$ cat src/rtl/wb_arbiter_if.sv
// rtl/wb_arbiter_if.sv - result payload type and pipeline squash interface for wb_arbiter
//
// Purpose:
//   wb_arbiter_pkg : fu_output_t, the functional-unit result record carried
//                    unchanged from a source to the writeback port.
//   squash_if      : single-wire pipeline flush request.
//     valid  master -> slave  flush all buffered results this cycle

package wb_arbiter_pkg;

  typedef struct packed {
    logic [31:0] pc;     // program counter of the producing instruction
    logic [7:0]  id;     // instruction tag
    logic [5:0]  prd;    // physical destination register
    logic [63:0] rdval;  // result value
  } fu_output_t;

endpackage

interface squash_if;
  logic valid;

  modport master (output valid);
  modport slave  (input  valid);
endinterface

$ cat src/rtl/wb_arbiter.sv
// rtl/wb_arbiter.sv - round-robin writeback arbiter with per-source result FIFOs
//
// Purpose:
//   Buffers results from NB_FU functional units (which cannot be stalled) in
//   one small FIFO each and funnels them, one per cycle, into a single
//   register-file writeback port using round-robin arbitration.
//
// Ports:
//   clk               in   clock, rising edge
//   rstn              in   synchronous active-low reset
//   fuoutput_i        in   per-source result payload
//   fuoutput_i_valid  in   per-source result valid (no backpressure)
//   fu_almost_full_o  out  per-source: FIFO has at most one free entry
//   wb_o              out  granted result (head of the granted FIFO)
//   wb_o_valid        out  wb_o holds a result
//   wb_i_ready        in   writeback port accepts wb_o this cycle
//   wb_src_o          out  index of the granted source
//   overflow_o        out  sticky: a result was dropped on a full FIFO
//   squash_io         if   pipeline flush request (squash_io.valid)

module wb_arbiter
  import wb_arbiter_pkg::*;
#(
  parameter int NB_FU      = 4,
  parameter int FIFO_DEPTH = 2
) (
  input  logic                                           clk,
  input  logic                                           rstn,
  input  fu_output_t                                     fuoutput_i [NB_FU],
  input  logic [NB_FU-1:0]                               fuoutput_i_valid,
  output logic [NB_FU-1:0]                               fu_almost_full_o,
  output fu_output_t                                     wb_o,
  output logic                                           wb_o_valid,
  input  logic                                           wb_i_ready,
  output logic [((NB_FU > 1) ? $clog2(NB_FU) : 1)-1:0]   wb_src_o,
  output logic                                           overflow_o,
  squash_if.slave                                        squash_io
);

  localparam int SRC_W = (NB_FU > 1) ? $clog2(NB_FU) : 1;
  localparam int PTR_W = $clog2(FIFO_DEPTH);
  localparam int CNT_W = PTR_W + 1;

  // ---------------------------------------------------------------------------
  // State
  // ---------------------------------------------------------------------------
  fu_output_t       mem    [NB_FU][FIFO_DEPTH];
  logic [PTR_W-1:0] rd_ptr [NB_FU];
  logic [PTR_W-1:0] wr_ptr [NB_FU];
  logic [CNT_W-1:0] count  [NB_FU];

  logic [SRC_W-1:0] last_grant;
  // A stalled grant is pinned so a later arrival on a source earlier in the
  // round-robin order cannot steal the port while the head waits for ready.
  logic             lock_valid;
  logic [SRC_W-1:0] lock_idx;
  logic             overflow_q;

  // ---------------------------------------------------------------------------
  // Occupancy flags
  // ---------------------------------------------------------------------------
  logic [NB_FU-1:0] nonempty;
  logic [NB_FU-1:0] full;
  logic             squash;

  assign squash = squash_io.valid;

  always_comb begin
    nonempty         = '0;
    full             = '0;
    fu_almost_full_o = '0;
    for (int k = 0; k < NB_FU; k++) begin
      nonempty[k]         = (count[k] != '0);
      full[k]             = (count[k] == CNT_W'(FIFO_DEPTH));
      fu_almost_full_o[k] = (count[k] >= CNT_W'(FIFO_DEPTH - 1));
    end
  end

  // ---------------------------------------------------------------------------
  // Grant selection: pinned index if still pending, else round-robin search
  // starting just after the last source that completed a handshake.
  // ---------------------------------------------------------------------------
  logic [SRC_W-1:0] rr_grant;
  logic             rr_found;
  logic [SRC_W-1:0] grant;
  logic             any_valid;

  always_comb begin
    rr_grant = '0;
    rr_found = 1'b0;
    for (int i = 1; i <= NB_FU; i++) begin
      if (!rr_found && nonempty[SRC_W'((int'(last_grant) + i) % NB_FU)]) begin
        rr_grant = SRC_W'((int'(last_grant) + i) % NB_FU);
        rr_found = 1'b1;
      end
    end
  end

  assign any_valid = |nonempty;

  always_comb begin
    if (lock_valid && nonempty[lock_idx]) begin
      grant = lock_idx;
    end else begin
      grant = rr_grant;
    end
  end

  assign wb_o_valid = any_valid;
  assign wb_src_o   = grant;
  assign wb_o       = mem[grant][rd_ptr[grant]];
  assign overflow_o = overflow_q;

  // ---------------------------------------------------------------------------
  // Push / pop decisions
  // ---------------------------------------------------------------------------
  logic             handshake;
  logic [NB_FU-1:0] pop;
  logic [NB_FU-1:0] push;
  logic [NB_FU-1:0] drop;

  assign handshake = any_valid && wb_i_ready;

  always_comb begin
    pop  = '0;
    push = '0;
    drop = '0;
    for (int k = 0; k < NB_FU; k++) begin
      pop[k]  = handshake && !squash && (grant == SRC_W'(k));
      // A full FIFO still accepts when its head leaves in the same cycle.
      push[k] = fuoutput_i_valid[k] && !squash && (!full[k] || pop[k]);
      drop[k] = fuoutput_i_valid[k] && !squash && full[k] && !pop[k];
    end
  end

  // ---------------------------------------------------------------------------
  // Payload storage (not reset; contents are qualified by count)
  // ---------------------------------------------------------------------------
  always_ff @(posedge clk) begin
    for (int k = 0; k < NB_FU; k++) begin
      if (rstn && push[k]) begin
        mem[k][wr_ptr[k]] <= fuoutput_i[k];
      end
    end
  end

  // ---------------------------------------------------------------------------
  // Pointers, occupancy, arbitration state, sticky overflow
  // ---------------------------------------------------------------------------
  always_ff @(posedge clk) begin
    if (!rstn) begin
      for (int k = 0; k < NB_FU; k++) begin
        rd_ptr[k] <= '0;
        wr_ptr[k] <= '0;
        count[k]  <= '0;
      end
      last_grant <= SRC_W'(NB_FU - 1);
      lock_valid <= 1'b0;
      lock_idx   <= '0;
      overflow_q <= 1'b0;
    end else if (squash) begin
      // Flush: buffered results and this cycle's inputs vanish; the
      // round-robin position and the overflow history are kept.
      for (int k = 0; k < NB_FU; k++) begin
        rd_ptr[k] <= '0;
        wr_ptr[k] <= '0;
        count[k]  <= '0;
      end
      lock_valid <= 1'b0;
    end else begin
      for (int k = 0; k < NB_FU; k++) begin
        if (push[k]) begin
          wr_ptr[k] <= wr_ptr[k] + PTR_W'(1);
        end
        if (pop[k]) begin
          rd_ptr[k] <= rd_ptr[k] + PTR_W'(1);
        end
        case ({push[k], pop[k]})
          2'b10:   count[k] <= count[k] + CNT_W'(1);
          2'b01:   count[k] <= count[k] - CNT_W'(1);
          default: count[k] <= count[k];
        endcase
      end
      if (handshake) begin
        last_grant <= grant;
      end
      lock_valid <= any_valid && !wb_i_ready;
      lock_idx   <= grant;
      if (|drop) begin
        overflow_q <= 1'b1;
      end
    end
  end

endmodule

$ cat src/flat_wrapper.sv
// flat-port wrapper written by rule: the top's interface ports become plain ports
module wb_arbiter_flat import wb_arbiter_pkg::*;
#(
  parameter int NB_FU      = 4,
  parameter int FIFO_DEPTH = 2
)
  (clk, rstn, fuoutput_i, fuoutput_i_valid, fu_almost_full_o, wb_o, wb_o_valid, wb_i_ready, wb_src_o, overflow_o, squash_io_valid);
  squash_if squash_io_i ();
  input  logic clk;
  input  logic rstn;
  input  fu_output_t fuoutput_i[NB_FU];
  input  logic [NB_FU-1:0] fuoutput_i_valid;
  output logic [NB_FU-1:0] fu_almost_full_o;
  output fu_output_t wb_o;
  output logic wb_o_valid;
  input  logic wb_i_ready;
  output logic [((NB_FU > 1) ? $clog2(NB_FU) : 1)-1:0] wb_src_o;
  output logic overflow_o;
  input wire logic [$bits(squash_io_i.valid)-1:0] squash_io_valid;
  assign squash_io_i.valid = squash_io_valid;
  wb_arbiter #(.NB_FU(NB_FU), .FIFO_DEPTH(FIFO_DEPTH)) u_core (.clk(clk), .rstn(rstn), .fuoutput_i(fuoutput_i), .fuoutput_i_valid(fuoutput_i_valid), .fu_almost_full_o(fu_almost_full_o), .wb_o(wb_o), .wb_o_valid(wb_o_valid), .wb_i_ready(wb_i_ready), .wb_src_o(wb_src_o), .overflow_o(overflow_o), .squash_io(squash_io_i));
endmodule
$ cat config.mk
export PLATFORM = sky130hd
export DESIGN_NAME = wb_arbiter_flat
export DESIGN_NICKNAME = d
export VERILOG_FILES = /design/src/rtl/wb_arbiter_if.sv /design/src/rtl/wb_arbiter.sv /design/src/flat_wrapper.sv
export SDC_FILE = /design/constraint.sdc
export NUM_CORES = 1
export LEC_CHECK = 0
export BUFFER_PORTS_ARGS = -buffer_cell sky130_fd_sc_hd__buf_2
export CORE_MARGIN = 2
export CORE_UTILIZATION = 40
export CTS_BUF_LIST = sky130_fd_sc_hd__clkbuf_8 sky130_fd_sc_hd__clkbuf_16
export CTS_CLUSTER_DIAMETER = 80
export DETAILED_ROUTE_END_ITERATION = 8
export GPL_TIMING_DRIVEN = 1
export PLACE_DENSITY = 0.68
export SYNTH_ARGS = -nofsm -noshare
export SYNTH_HDL_FRONTEND = slang
export SYNTH_SLANG_ARGS = --single-unit
$ cat constraint.sdc
create_clock -name clk -period 14.97 [get_ports clk]
set_input_delay 2.994 -clock clk [delete_from_list [all_inputs] [get_ports clk]]
set_output_delay 2.994 -clock clk [all_outputs]
set_load 0.005 [all_outputs]
# == Yosys cells after proc, flatten, opt, wreduce, memory -nomap -nowiden ==
# Memory sizes are Yosys's and may differ from the RTL's.
# Index checks and enable logic that the tools add are counted.
# word_totals
ram_bits,896
elab_cells,323
memories,4
inputBits,448
out_inout_bits,118
register_bits,6
# op_classes
magnitude_cmp,18
n_addsub,20
n_eq_ne,15
muxes,157
bitwise_logic,39
n_reduce_logical,66
# mem_list
name,words,width,read_ports,rd_clocked_by_memory_dff,write_ports,line,source
u_core.mem,4,220,1,0,4,wb_arbiter.sv:47,fu_output_t mem [NB_FU][FIFO_DEPTH];
u_core.count,4,2,4,0,4,wb_arbiter.sv:50,logic [CNT_W-1:0] count [NB_FU];
u_core.rd_ptr,4,1,5,0,4,wb_arbiter.sv:48,logic [PTR_W-1:0] rd_ptr [NB_FU];
u_core.wr_ptr,4,1,4,0,4,wb_arbiter.sv:49,logic [PTR_W-1:0] wr_ptr [NB_FU];
# op_table
op,n
2-to-1 mux 220 bit,4
2-to-1 mux 110 bit,7
demux 110 bit (select 1 bit),4
2-to-1 mux 1 bit,116
2-to-1 mux 2 bit,21
logical AND 1 bit,35
bitwise OR 1 bit,32
equality test 2 bit (second input constant),10
less-than comparator 2 x 4 -> 1 bit (second input constant),4
zero test 1 bit,13
adder 2 x 1 -> 2 bit (second input constant),6
binary-select mux 1 bit (select 2 bit),5
equality test 2 x 1 -> 1 bit (second input constant),5
greater-or-equal comparator 2 bit (second input constant),5
inverter 1 -> 2 bit,5
OR reduction 2 bit,5
adder 1 bit (second input constant),8
greater-or-equal comparator 2 x 1 -> 1 bit (second input constant),4
less-than comparator 2 x 1 -> 1 bit (second input constant),4
nonzero test 2 bit,4
OR reduction 4 bit,2
subtractor 2 x 1 -> 2 bit (second input constant),4
adder 2 bit (second input constant),2
logical OR 1 bit,4
4 further kinds,6

# == Longest topological paths before layout ==
# logic_depth
word_depth,27
mapped_depth,18

# == Worst setup path after synthesis ==
# No wires, ideal clock.
# synth_path
path_kind,input-to-reg
from,in squash_io_valid
to,"mem u_core.mem[1][110] in the netlist's numbering, enable pin"
n_path_buf,0
setup_time_ns,0.714
path_stages,7
path_slack_ns,2.930
t_arrival_ns,11.327
t_required_ns,14.256
path_cell_list,inv_1 and3_1 nand2_1 o21ai_0 and3_1 inv_2 nor3_1
# synth_lines
element,line,source
start: declaration,flat_wrapper.sv:19,input wire logic [$bits(squash_io_i.valid)-1:0] squash_io_valid;
end: declaration,wb_arbiter.sv:47,

==> metrics.md <==
| Metric | Value |
|---|---|
| Pins over their slew limit | 0 |
| Mapped Cells | 2673 |
| Via density | 5.30 |
| Clk pin slew, worst setup/hold paths | 60 ps |
| Initial antenna violation count | 44 |
| Post-CTS Setup Inserts | 0 |
| Final nets | 3666 |
| Largest net degree at the start of global routing | 119 |
| Cell mode on critical path | buf_4 |
| CTS buffer count | 96 |
| Vias in the first global route | 23.4k |
| Via Count | 23.8k |
| Total GRT Usage | 21.0% |
| Final Critical Period | 8840 ps |
| Top FF cell, synth | edfxtp_1 |
| Async S/R FF share, synth | 0% |
| Post-synthesis cell type count | 44 |
| Commonest cells in the netlist | 911 x nand2_1, 894 x edfxtp_1, 227 x and3_1 |
| Clock Tree Buf Depth | 3 |
| Maximum vdd drop | 0.000129 V |
| Crit path max-delay cell type | a311o_2 |
| CP Launch Type | register |
| Mapped cell area | 36100 um2 |
| Fmax | 113 MHz |
| Most common cell in the netlist | nand2_1 |
| Sink Count | 902 |
| Final WL | 100000 um |
| Arrival time at the worst endpoint | 5850 ps |
| Top-Level Pins | 566 |
| Worst rel slew slack | 18.3% |
| Outcome | finished, final reports clean |
| Int Pwr | 4.81 mW |
| Die Ht | 304 um |
| # hold bufs at CTS | 0 |
| Skew final | 24.5 ps |
| H-tree depth | 3 |
| Synth area leaders | edfxtp_1 74%, nand2_1 9.5%, and3_1 3.9%, a31oi_1 3.8%, mux2_1 3.1% |
| Slowest stage delay, CP | 750 ps |
| Post-CTS Resized | 0 |
| Worst hold-check path type | reg -> reg |
| Top delay family on crit path | buffers and inverters |
| Sw power | 2.00 mW |
| Switching part of the total | 29.4% |
| Setup TNS Final | 0 ps |
| Buffers & Inverters on Critical Path | 5 |
| Fraction of layout cells with a size suffix above 1 | 23.0% |
| PD cells | 158 nW/um2 |
| Post-synth top area share | 74.4% |
| First-pass GRT wire length | 145000 um |
| Data required time at the worst endpoint | 11980 ps |
| R2r startpoint | u_core.count[1][0] |
| Area of the multi-input gates | 8330 um2 |
| First drt pass iteration count | 5 |
| Worst hold slack | 494 ps |
| DR iter-0 viols | 2382 |
| FILL cells | 7873 |
| Root buffer cell | clkbuf_16 |
| Synthesized area per cell | 13.5 um2 |
| Seq. cell area | 27000 um2 |
| Routability Congestion | 0.834 |
| Port Buffer Count | 565 |
| Yosys warns | 0 |
| Pleak | 16.3 nW |
| Min-delay src | u_core.wr_ptr[2] |
| DR DRC count | 0 |
| Pwr Total | 6.81 mW |
| Logic pwr share | 23.9% |
| # rows | 110 |
| CP endpoint kind | output port |
| Tcrit/Tclk final | 59.1% |
| Post-synth top area cell | edfxtp_1 |
| Sequential-to-total area share from yosys stat | 74.8% |
| Worst R2R Setup Slack | 9260 ps |
| Share of power burned in registers | 42.1% |
| DP HPWL | 62300 um |
| Overall die width | 304 um |
| Max Cap Viol | 0 |
| Syn Nets | 3139 |
| Worst-Margin Slew | 1230 ps |
| Starting density of the core | 40.2% |
| Yosys reg bits | 902 |
| CP Cell Sequence | inv_1 -> ha_1 -> nand2b_1 -> mux4_2 -> o41ai_1 -> a31oi_4 -> buf_4 -> inv_8 -> and3_1 -> a311o_2 -> buf_4 -> mux2_2 -> buf_2 |
| Core area | 89700 um2 |
| Crit Path Class | reg -> out |
| Final hold vios | 0 |
| Die Area | 92600 um2 |
| Number of synthesized flops with an enable pin | 894 |
| Wire length per cell | 22.3 um |
| Area growth from synthesis to layout | 19.7% |
| CTS tree | done |
| Setup violators final | 0 |
| Critical path fanouts, max | 74 |
| Setup crit start | u_core.count[1][2] |
| RSZ-0062 raised after global routing | no |
| Antenna Nets Post-Route | 0 |
| Clk_lat worst skew | 680 ps |
| Clock Power Share | 34.0% |
| Gr ovfl total | 0 |
[worst paths after layout]
kind	endpoint	depth (start not counted)
min reg2reg	u_core.wr_ptr[2]	2
max reg2reg	u_core.mem[3][106]	12
max	wb_o[37]	13
min	u_core.wr_ptr[2]	2
[state kept, by name, indices dropped and copies added, names as in the netlist]
name	flops
u_core.count	8
u_core.last_grant	2
u_core.lock_idx	2
u_core.lock_valid	1
u_core.mem	880
u_core.overflow_o	1
u_core.rd_ptr	4
u_core.wr_ptr	4
[cell type report]
class | instances | area share, %
sequential | 902 | 62.5
multi-input combinational | 1580 | 19.3
timing repair buffer | 594 | 7.14
clock buffer | 96 | 5.56
tap | 1176 | 3.41
clock inverter | 83 | 1.61
inverter | 26 | 0.272
antenna | 32 | 0.185
[layout by cell type, fill, tap and decap left out, drive strengths merged, types with 20 or more instances in the layout]
| cell | netlist | final |
|---|---|---|
| nand2 | 911 | 911 |
| edfxtp | 894 | 894 |
| buf | 40 | 594 |
| and3 | 227 | 227 |
| a31oi | 221 | 221 |
| mux2 | 111 | 111 |
| clkbuf | 125 | 96 |
| inv | 24 | 56 |
| clkinv | 2 | 43 |
| diode | 0 | 32 |
| nor2 | 20 | 20 |
[routing by layer]
layer / track usage [%] / up-vias / wire length [um]
met4: 8.14 / 36 / 3170
met5: 0 / - / 233
met3: 5.32 / 216 / 7470
li1: - / 10800 / -
met2: 35.5 / 989 / 49200
met1: 26.0 / 11700 / 40000
[cell families after synthesis]
group                      Yosys count  share of synthesized area (%)
xor gates and xnor gates             3                         0.0728
DFF                                902                           74.8
adders and majority gates           18                          0.624
buffers and inverters              191                           2.26
AOI/OAI and AO/OA                  249                           4.37
and+or+nand+nor                   1195                           14.2
muxes                              115                           3.61
[power by group through the flow]
| stage | Clock [mW] | Combinational [mW] | Sequential, mW |
|---|---|---|---|
| 6_report | 2.32 | 1.63 | 2.87 |
| 3_3_place_gp | 0 | 1.61 | 2.92 |
| 3_5_place_dp | 0 | 1.63 | 2.92 |
| 5_1_grt | 2.46 | 1.79 | 2.87 |
| 4_1_cts | 2.36 | 1.64 | 2.87 |
| 2_1_floorplan | 0 | 1.02 | 2.92 |
[worst min-delay path, delay by kind of cell, from the launching register on]
| family | cells | cell delay (ps) |
|---|---|---|
| compound gates | 1 | 70 |
| simple gates | 1 | 60 |
| flops | 1 | 320 |
[stage by stage]
stage	cell area, um2	setup WS [ps]	cells	utilization (%)
final	43200	6130	4489	48.1
after global placement	40000	7000	4278	44.6
after detailed placement	40000	6850	4278	44.6
after CTS	43100	6090	4457	48.0
after floorplan	36100	2930	2673	-
after global routing	43200	5830	4481	48.1
No activity file was read; power rests on OpenSTA's default activity.
